File: src/rtl/stop_it_gen_pkg.sv
// Shared types and LFSR tap table for the stop-it reaction game.
package stop_it_gen_pkg;

    typedef enum logic [2:0] {
        StIdle,
        StStarting,
        StDecrementing,
        StWrong,
        StCorrect,
        StWon
    } state_t;

    typedef logic [1:0] level_t;

    localparam level_t LevelMax = 2'd3;

    // Galois right-shift tap masks for maximal-length sequences, widths 5..8
    function automatic logic [7:0] lfsr_taps(input int unsigned w);
        case (w)
            5:       return 8'h14;
            6:       return 8'h30;
            7:       return 8'h60;
            default: return 8'hB8;
        endcase
    endfunction

endpackage

File: src/rtl/stop_it_gen_if.sv
// Player/display bus of the stop-it game; master drives the controls, slave is the game core.
interface stop_it_gen_if
    import stop_it_gen_pkg::*;
#(
    parameter int unsigned LED_W = 16
) ();

    logic             go;
    logic             stop;
    logic             load;
    level_t           level_sel;
    logic [LED_W-1:0] switches;
    logic [LED_W-1:0] leds;
    logic [3:0]       digit_en;
    logic [3:0][3:0]  digit;
    level_t           level;

    modport master (
        output go, stop, load, level_sel, switches,
        input  leds, digit_en, digit, level
    );

    modport slave (
        input  go, stop, load, level_sel, switches,
        output leds, digit_en, digit, level
    );

endinterface

File: src/rtl/stop_it_gen_lfsr_gen.sv
// Maximal-length Galois LFSR that advances while next_i is high; seeded to 1, never reaches 0.
module lfsr_gen
    import stop_it_gen_pkg::*;
#(
    parameter int unsigned W = 5
) (
    input  logic         clk_4_i,
    input  logic         rst_ni,
    input  logic         next_i,
    output logic [W-1:0] rand_o
);

    localparam logic [7:0] Taps = lfsr_taps(W);

    logic [W-1:0] lfsr_q, lfsr_d;

    always_comb begin
        lfsr_d = lfsr_q;
        if (next_i) begin
            lfsr_d = (lfsr_q >> 1) ^ (lfsr_q[0] ? Taps[W-1:0] : '0);
        end
    end

    always_ff @(posedge clk_4_i or negedge rst_ni) begin
        if (!rst_ni) begin
            lfsr_q <= W'(1);
        end else begin
            lfsr_q <= lfsr_d;
        end
    end

    assign rand_o = lfsr_q;

endmodule

File: src/rtl/stop_it_gen.sv
// Stop-it reaction game core: stop a decrementing counter on a random target to fill the LED bar.
// Define STOP_IT_GEN_AUTO_LEVEL_EN to let hits/misses drive the difficulty instead of level_sel.
module stop_it_gen
    import stop_it_gen_pkg::*;
#(
    parameter int unsigned COUNT_W     = 5,
    parameter int unsigned LED_W       = 16,
    parameter int unsigned START_TICKS = 8,
    parameter int unsigned FLASH_TICKS = 16
) (
    input  logic          clk_4_i,
    input  logic          rst_ni,
    stop_it_gen_if.slave  bus
);

    localparam int unsigned TimerW =
        $clog2((START_TICKS > FLASH_TICKS) ? START_TICKS : FLASH_TICKS) + 1;
    localparam logic [TimerW-1:0] StartLast = TimerW'(START_TICKS - 1);
    localparam logic [TimerW-1:0] FlashLast = TimerW'(FLASH_TICKS - 1);

    state_t             state_q, state_d;
    logic [COUNT_W-1:0] cnt_q, cnt_d;
    logic [COUNT_W-1:0] target_q, target_d;
    logic [TimerW-1:0]  timer_q, timer_d;
    logic [1:0]         div_q, div_d;
    logic [LED_W-1:0]   leds_q, leds_d;
    level_t             level_q, level_d;
    logic [COUNT_W-1:0] rand_val;
    logic               hit;
    logic               state_change;

    lfsr_gen #(
        .W (COUNT_W)
    ) u_lfsr (
        .clk_4_i (clk_4_i),
        .rst_ni  (rst_ni),
        .next_i  (state_q == StIdle),
        .rand_o  (rand_val)
    );

    assign hit          = (cnt_q == target_q);
    assign state_change = (state_d != state_q);

    always_ff @(posedge clk_4_i or negedge rst_ni) begin
        if (!rst_ni) begin
            state_q <= StIdle;
        end else begin
            state_q <= state_d;
        end
    end

    always_comb begin
        state_d = state_q;
        unique case (state_q)
            StIdle: begin
                if (bus.go) state_d = StStarting;
                else if (bus.load) state_d = StWon;
            end
            StStarting: begin
                if (bus.load) state_d = StWon;
                else if (timer_q == StartLast) state_d = StDecrementing;
            end
            StDecrementing: begin
                if (bus.stop) state_d = hit ? StCorrect : StWrong;
                else if (bus.load) state_d = StWon;
            end
            StCorrect: begin
                if (timer_q == FlashLast) state_d = (&leds_q) ? StWon : StIdle;
            end
            StWrong, StWon: begin
                if (timer_q == FlashLast) state_d = StIdle;
            end
            default: state_d = StIdle;
        endcase
    end

    always_comb begin
        cnt_d    = cnt_q;
        target_d = target_q;
        timer_d  = timer_q;
        div_d    = '0;
        leds_d   = leds_q;
        level_d  = level_q;

        if (state_change) begin
            timer_d = '0;
        end else if (state_q inside {StStarting, StWrong, StCorrect, StWon}) begin
            timer_d = timer_q + 1'b1;
        end

        // The prescaler only runs while staying in DECREMENTING, so a stop cycle never steps
        if (state_q == StDecrementing && !state_change) begin
            if (div_q == (LevelMax - level_q)) begin
                cnt_d = cnt_q - 1'b1;
            end else begin
                div_d = div_q + 1'b1;
            end
        end

        unique case (state_q)
            StIdle: begin
                if (bus.load) leds_d = bus.switches;
                if (bus.go) target_d = rand_val;
`ifndef STOP_IT_GEN_AUTO_LEVEL_EN
                level_d = bus.level_sel;
`endif
            end
            StDecrementing: begin
                if (bus.stop && hit) begin
                    leds_d = {leds_q[LED_W-2:0], 1'b1};
`ifdef STOP_IT_GEN_AUTO_LEVEL_EN
                    if (level_q != LevelMax) level_d = level_q + 1'b1;
`endif
                end else if (bus.stop) begin
                    leds_d = {1'b0, leds_q[LED_W-1:1]};
`ifdef STOP_IT_GEN_AUTO_LEVEL_EN
                    level_d = '0;
`endif
                end
            end
            StWon: begin
                if (timer_q == FlashLast) leds_d = '0;
            end
            default: ;
        endcase
    end

    always_ff @(posedge clk_4_i or negedge rst_ni) begin
        if (!rst_ni) begin
            cnt_q    <= '0;
            target_q <= '0;
            timer_q  <= '0;
            div_q    <= '0;
            leds_q   <= '0;
            level_q  <= '0;
        end else begin
            cnt_q    <= cnt_d;
            target_q <= target_d;
            timer_q  <= timer_d;
            div_q    <= div_d;
            leds_q   <= leds_d;
            level_q  <= level_d;
        end
    end

    always_comb begin
        logic [7:0] cnt8;
        logic [7:0] tgt8;
        cnt8 = 8'(cnt_q);
        tgt8 = 8'(target_q);
        bus.digit    = {tgt8[7:4], tgt8[3:0], cnt8[7:4], cnt8[3:0]};
        bus.level    = level_q;
        bus.leds     = leds_q;
        bus.digit_en = 4'b0011;
        unique case (state_q)
            StIdle:                     bus.digit_en = 4'b0011;
            StStarting, StDecrementing: bus.digit_en = 4'b1111;
            StCorrect:                  bus.digit_en = timer_q[0] ? 4'b1111 : 4'b0000;
            StWrong:                    bus.digit_en = timer_q[0] ? 4'b0011 : 4'b1100;
            StWon: begin
                bus.digit_en = timer_q[0] ? 4'b1111 : 4'b0000;
                if (!timer_q[0]) bus.leds = '0;
            end
            default:                    bus.digit_en = 4'b0011;
        endcase
    end

endmodule
File: src/flat_wrapper.sv
// flat-port wrapper written by rule: the top's interface ports become plain ports
module stop_it_gen_flat import stop_it_gen_pkg::*;
#(
    parameter int unsigned COUNT_W     = 5,
    parameter int unsigned LED_W       = 16,
    parameter int unsigned START_TICKS = 8,
    parameter int unsigned FLASH_TICKS = 16
)
  (clk_4_i, rst_ni, bus_go, bus_stop, bus_load, bus_level_sel, bus_switches, bus_leds, bus_digit_en, bus_digit, bus_level);
  stop_it_gen_if #(.LED_W(LED_W)) bus_i ();
  input  logic clk_4_i;
  input  logic rst_ni;
  input wire logic [$bits(bus_i.go)-1:0] bus_go;
  input wire logic [$bits(bus_i.stop)-1:0] bus_stop;
  input wire logic [$bits(bus_i.load)-1:0] bus_load;
  input wire logic [$bits(bus_i.level_sel)-1:0] bus_level_sel;
  input wire logic [$bits(bus_i.switches)-1:0] bus_switches;
  output wire logic [$bits(bus_i.leds)-1:0] bus_leds;
  output wire logic [$bits(bus_i.digit_en)-1:0] bus_digit_en;
  output wire logic [$bits(bus_i.digit)-1:0] bus_digit;
  output wire logic [$bits(bus_i.level)-1:0] bus_level;
  assign bus_i.go = bus_go;
  assign bus_i.stop = bus_stop;
  assign bus_i.load = bus_load;
  assign bus_i.level_sel = bus_level_sel;
  assign bus_i.switches = bus_switches;
  assign bus_leds = bus_i.leds;
  assign bus_digit_en = bus_i.digit_en;
  assign bus_digit = bus_i.digit;
  assign bus_level = bus_i.level;
  stop_it_gen #(.COUNT_W(COUNT_W), .LED_W(LED_W), .START_TICKS(START_TICKS), .FLASH_TICKS(FLASH_TICKS)) u_core (.clk_4_i(clk_4_i), .rst_ni(rst_ni), .bus(bus_i));
endmodule
File: config.mk
export PLATFORM = sky130hd
export DESIGN_NAME = stop_it_gen_flat
export DESIGN_NICKNAME = d
export VERILOG_FILES = /design/src/rtl/stop_it_gen_pkg.sv /design/src/rtl/stop_it_gen_if.sv /design/src/rtl/stop_it_gen_lfsr_gen.sv /design/src/rtl/stop_it_gen.sv /design/src/flat_wrapper.sv
export SDC_FILE = /design/constraint.sdc
export NUM_CORES = 1
export LEC_CHECK = 0
export ABC_AREA = 1
export BUFFER_PORTS_ARGS = -buffer_cell sky130_fd_sc_hd__clkbuf_2
export CAP_MARGIN = 5
export CORE_ASPECT_RATIO = 1.75
export CORE_MARGIN = 3
export CORE_UTILIZATION = 50
export CTS_CLUSTER_DIAMETER = 150
export DETAILED_ROUTE_END_ITERATION = 10
export GPL_TIMING_DRIVEN = 0
export PLACE_DENSITY = 0.71
export SETUP_SLACK_MARGIN = 0.2
export SLEW_MARGIN = 20
export SYNTH_ARGS = -nofsm -noshare
export SYNTH_HDL_FRONTEND = slang
export SYNTH_SLANG_ARGS = --single-unit
File: constraint.sdc
create_clock -name clk_4_i -period 2.2 [get_ports clk_4_i]
set_input_delay 0 -clock clk_4_i [delete_from_list [all_inputs] [get_ports clk_4_i]]
set_output_delay 0 -clock clk_4_i [all_outputs]
set_load 0.01 [all_outputs]
After elaboration in Yosys (flattened, before gate mapping)

Index checks and enable logic that the tools add are counted.

Reductions and logical operators: 14
Multiply operators: 0
Shift-type cells: 0
Equality and inequality tests: 13
$lt $le $gt $ge: 0
Divide/modulo/power cells: 0
Muxes and demuxes: 25
Bitwise operators: 1
Add/subtract/negate cells: 4

Operators by type and width:

| cell                                                                | count |
|---|---|
| 16-bit 2-to-1 mux                                                   | 6 |
| 16-bit case mux with 3 select lines                                 | 1 |
| 3-bit 2-to-1 mux                                                    | 9 |
| 16-bit AND reduction                                                | 1 |
| 5-bit 2-to-1 mux                                                    | 3 |
| 3-bit case mux with 5 select lines                                  | 1 |
| 4-bit case mux with 3 select lines                                  | 1 |
| 4-bit 2-to-1 mux                                                    | 2 |
| 3-bit by 2-bit == test with 1-bit output (second input constant)    | 2 |
| 3-bit == test (second input constant)                               | 2 |
| 2-bit OR reduction                                                  | 3 |
| 5-bit by 1-bit adder with 5-bit output (second input constant)      | 1 |
| 5-bit by 3-bit == test with 1-bit output (second input constant)    | 1 |
| 5-bit by 4-bit == test with 1-bit output (second input constant)    | 1 |
| 5-bit == test                                                       | 1 |
| 5-bit by 1-bit subtractor with 5-bit output (second input constant) | 1 |
| 4-bit by 5-bit bitwise XOR with 5-bit output                        | 1 |
| 2-bit 2-to-1 mux                                                    | 2 |
| 2-bit AND reduction                                                 | 2 |
| 4-bit AND reduction                                                 | 1 |
| 4-bit nonzero test                                                  | 1 |
| 3-bit by 1-bit == test with 1-bit output (second input constant)    | 1 |
| 3-bit zero test                                                     | 1 |
| 3-bit != test                                                       | 1 |
| other kinds (10)                                                    | 11 |

Bits of input ports: 23
Memories kept: 0
Bits in latches: 0
Output and inout port bits: 38
Bits in registers: 43
Memory bits (read-only): 0
Word-level logic and storage cells: 65
Bits in writable memories: 0

Depth between registers and ports, before layout

Depth after elaboration: 8
Mapped depth: 15

Modules after synthesis

Synthesis repeated with hierarchy kept, for this count alone.

Cell total of the unflattened synthesis: 376
Area total of the unflattened synthesis: 2703.8 um^2

By module, submodules not included:

| module      | instances | seq. area each (um^2) | cells an instance | area an instance (um^2) |
|---|---|---|---|---|
| stop_it_gen | 1         | 950.9                 | 354               | 2504.9 |
| lfsr_gen    | 1         | 126.4                 | 22                | 198.9 |

Worst setup path before layout

Ideal clock, no wire load.

Kind: register to register
From: register u_core.timer_q[0]
To: register u_core.leds_q[10]
Data arrival time: 1846 ps
Setup slack: 237 ps
Cell stages (with the launch flop): 15
Buffers on the path: 2
Required time: 2083 ps
Library setup time: 117 ps
Period minus slack after synthesis: 1963 ps
Cells stage by stage: dfrtp_1 ha_1 nand2_1 nor2_1 ha_1 inv_1 o21bai_1 and3b_1 buf_6 inv_4 buf_6 a21oi_2 o221ai_1 o21ai_1 inv_1

Longest elaborated chain between the ends: 3

Ends and longest elaborated chain:

| what                                                      | line               | source |
|---|---|---|
| start: declaration                                        | stop_it_gen.sv:24  | `logic [TimerW-1:0] timer_q, timer_d;` |
| start signal: assignment                                  | stop_it_gen.sv:139 | `timer_q <= timer_d;` |
| 5-bit by 4-bit == test with 1-bit output                  | stop_it_gen.sv:122 | `if (timer_q == FlashLast) leds_d = '0;` |
| 2-bit by 1-bit != test with 1-bit output (no source line) | --                 |  |
| 4-bit AND reduction (no source line)                      | --                 |  |
| end signal: assignment                                    | stop_it_gen.sv:141 | `leds_q <= leds_d;` |
| end: declaration                                          | stop_it_gen.sv:26  | `logic [LED_W-1:0] leds_q, leds_d;` |

No other way between the ends.
A chain may end at the register's enable or synchronous reset.

Worst setup path in the final report

From: register u_core.timer_q[1]
To: register u_core.div_q[1]

Longest elaborated chain between the ends: 8

Ends and longest elaborated chain:

| what                                     | line               | source |
|---|---|---|
| 5-bit by 3-bit == test with 1-bit output | stop_it_gen.sv:61  | `else if (timer_q == StartLast) state_d = StDecrementing;` |
| 3-bit 2-to-1 mux                         | stop_it_gen.sv:61  |  |
| 3-bit 2-to-1 mux                         | stop_it_gen.sv:60  | `if (bus.load) state_d = StWon;` |
| 3-bit case mux with 5 select lines *     | stop_it_gen.sv:54  | `unique case (state_q)` |
| 3-bit != test *                          | stop_it_gen.sv:42  | `assign state_change = (state_d != state_q);` |
| 1-bit zero test *                        | stop_it_gen.sv:92  | `if (state_q == StDecrementing && !state_change) begin` |
| 1-bit logical AND *                      | stop_it_gen.sv:92  |  |
| 2-bit 2-to-1 mux *                       | stop_it_gen.sv:92  |  |
| named net u_core.div_d[1]                | stop_it_gen.sv:25  | `logic [1:0] div_q, div_d;` |
| end signal: assignment                   | stop_it_gen.sv:140 | `div_q <= div_d;` |
| end: declaration                         | stop_it_gen.sv:25  |  |

The timed path passes the listed nets; every way through them passes the cells marked *.

==> out/qor.yml <==
grt:
  track_usage_pct: 23.5
  grt_overflow: 0
  grt_max_degree: 44
  grt_pass1_vias: 2744
  antenna_found_initial: 0
  grt_pass1_wl_um: 11900
clock_network:
  cts_buffers: 5
  clkTransAtPathRegs_ps: 90
  clk_path_buf_depth: 2
  cts.sink_count: 43
  cts_tree: "yes"
  clock_latency_ps: 300
  cts_htree_levels: 2
  cts_root_buf: "clkbuf_8"
logic_synthesis:
  synth_top_area_share_pct: 38.3
  ys_ff_latch: 43
  synth_top_area_cell: "dfrtp_1"
  ys_seq_area_share_pct: 39.2
  syn_avg_cell_area_um2: 7.39
  syn_area_um2: 2750
  synth_edf_count: 0
  ys_types: 37
  synthTopCellsByArea: "dfrtp_1 (38%), nand2_1 (11%), inv_1 (7.2%), nor2_1 (6.0%), o221ai_1 (3.5%)"
  synth-warning-count: 0
  async_flop_share_pct: 100
  synthFlopType: "dfrtp_1"
  synthCells: 372
timing:
  hold_viol_final: 0
  setup_viol: 0
  timing.final.crit_share_pct: 99.8
  layout_min_cycle_time_ps: 2200
  setup_ws_ps: 3.71
  fin_skew_ps: 11.6
  rsz0062_at_grt: "true"
  slew-limit-headroom_pct: 34.0
  maxSlewViolCount: 0
  tightest_slew_ps: 991
  fmax_mhz: 455
job:
  max_cap_violations: 0
setup_path:
  worstPathArrival_ps: 2410
  crit_start: "u_core.timer_q[1]"
  crit_path_max_fanout: 7
  rr_startpoint: "u_core.timer_q[1]"
  path_class: "reg -> reg"
  r2r_slack_ps: 4
  start_kind: "flip-flop"
  worstSetupEndpointType: "flip-flop"
  cp.required_ps: 2410
detailed_routing:
  drt_iter0_drc: 129
  wl_per_cell_um: 14.4
  dr.pass1.iters: 4
  vias: 2773
  drc: 0
  wl_um: 7640
  final_antenna_net_count: 0
  viasPerCell: 5.22
place:
  dp.cells: 505
  gp_congestion: 0.881
  pre_cts_ws_ps: -114
  dp_hpwl_um: 5220
  port_buffers: 54
hold_path:
  hp-start: "bus_switches[15]"
  hp-class: "in -> reg"
final_layout:
  diodes: 0
  area_delta_synth_final_pct: 35.1
  n_fill_cell: 450
  drive_gt1_share_pct: 34.4
  final_cells: 531
  nets: 482
floorplan:
  core_area_um2: 5300
  die_w_um: 62.0
  die_area_um2: 6460
  row_count: 35
  start_util_pct: 51.9
  num_io_pins: 61
  fp.dieH_um: 104
power:
  leakagePower_nw: 1.85
  peakVddDrop_mv: 0.929
  power-per-cell-area_nw_per_um2: 1310
outcome:
  status: "finished, final reports clean"
==> worst paths after layout <==
path,endpoint,cells past startpoint
min reg2reg,u_core.u_lfsr.rand_o[2],2
min,u_core.leds_q[15],3
min in group asynchronous,u_core.leds_q[0],2
max,u_core.div_q[1],14
max in group asynchronous,u_core.timer_q[0],2
max reg2reg,u_core.div_q[1],14
==> area by class of cell <==
cell class	count	area (um2)	share of cell area, %
timing repair buffer	72	458	12.3
inverter	63	256	6.91
tap	74	92.6	2.49
clock inverter	2	60.1	1.62
multi-input combinational	253	1550	41.8
sequential	43	1080	29.1
clock buffer	6	72.6	1.96
buffer	18	143	3.84
==> routing by layer <==
metal,part of all wire [%],vias up,global-route usage (%)
li1,-,1355,-
met1,39,1345,27.4
met2,57,64,40.7
met3,2.6,9,3.85
met4,1.4,0,9.10
met5,0,-,0
==> cell usage in the layout, fill, tap and decap left out, types with 6 or more instances in the layout <==
master and n:
o221ai_2 6, buf_4 18, buf_6 7, a21oi_2 10
nand2_2 6, nor2_4 9, dfrtp_1 41, inv_1 52
clkbuf_2 54, nand3_1 14, o21ai_0 12, xor2_1 6
nand2_1 78, conb_1 6, nand4_1 8, inv_2 7
nor2_1 37, o21ai_1 13
==> report_power, final <==
group          total, mW  switching [mW]  internal, mW
Combinational       2.90            1.74          1.16
Clock              0.737           0.283         0.454
Sequential          1.23           0.207          1.02
==> state kept, by name, indices dropped and copies added, names as in the netlist <==
signal and flops:
u_core.bus.level 2, u_core.div_q 2, u_core.leds_q 16, u_core.state_q 3, u_core.cnt_q 5, u_core.u_lfsr.rand_o 5
u_core.timer_q 5, u_core.target_q 5
==> cell usage after synthesis (3+ instances only) <==
master and instances:
buf_4 8, ha_1 3, o21ai_0 13, buf_2 4, inv_2 8, nand2_2 4
nor3_1 4, nand4_1 8, nor2_1 44, xnor2_1 3, nand2_1 82, nor2_4 3
nand3_1 17, o221ai_1 11, dfrtp_1 42, xor2_1 6, buf_6 4, o21ai_1 13
o22ai_1 4, a21oi_2 8, inv_1 53, a21oi_1 11
==> critical path, cell delays in order, from the launching register on <==
cell and delay (ps):
dfrtp_1 410, ha_4 170, nand2_4 60, buf_4 140, nor2_1 120, nand3_1 130
nand3_1 160, nand2_4 70, nor2_4 130, nand2_2 80, nor2_4 130, nor2_4 50
nor2_4 200, nand2_2 100, nor3_2 160
==> repair_timing <==
item / 4_1_cts / 5_1_grt
gates resized for setup: 26 / 45
hold buffers: 4 / 0
cloned: 1 / 0
setup buffers: 10 / 3
pin swaps: 8 / 16
endpoints found under the hold margin: 45 / 0
setup endpoints to repair: 35 / 38
==> cells by family (layout without fill, tap and decap cells) <==
logic type | after synthesis | count (layout) | synth area share, %
other | 1 | 6 | 0.136
DFF | 43 | 43 | 39.2
muxes | 1 | 1 | 0.364
AOI/OAI and AO/OA | 66 | 66 | 15.4
buffers and inverters | 81 | 161 | 13.6
xor gates and xnor gates | 9 | 9 | 2.87
adders and majority gates | 3 | 3 | 1.37
and+or+nand+nor | 168 | 168 | 27.0
==> through the flow <==
step           hold WS (ps)  total power, mW  TNS, ps  util [%]  cell area [um2]
2_1_floorplan          -296             2.76        0         -             2770
4_1_cts                4.03             4.45        0      65.9             3490
3_5_place_dp            205             3.44    -1290      59.1             3130
6_report               12.9             4.86        0      70.0             3710
5_1_grt                11.6             5.19    -1310      70.0             3710
3_3_place_gp            194             3.40     -949      59.1             3130
Power figures use the tool's default switching activity.
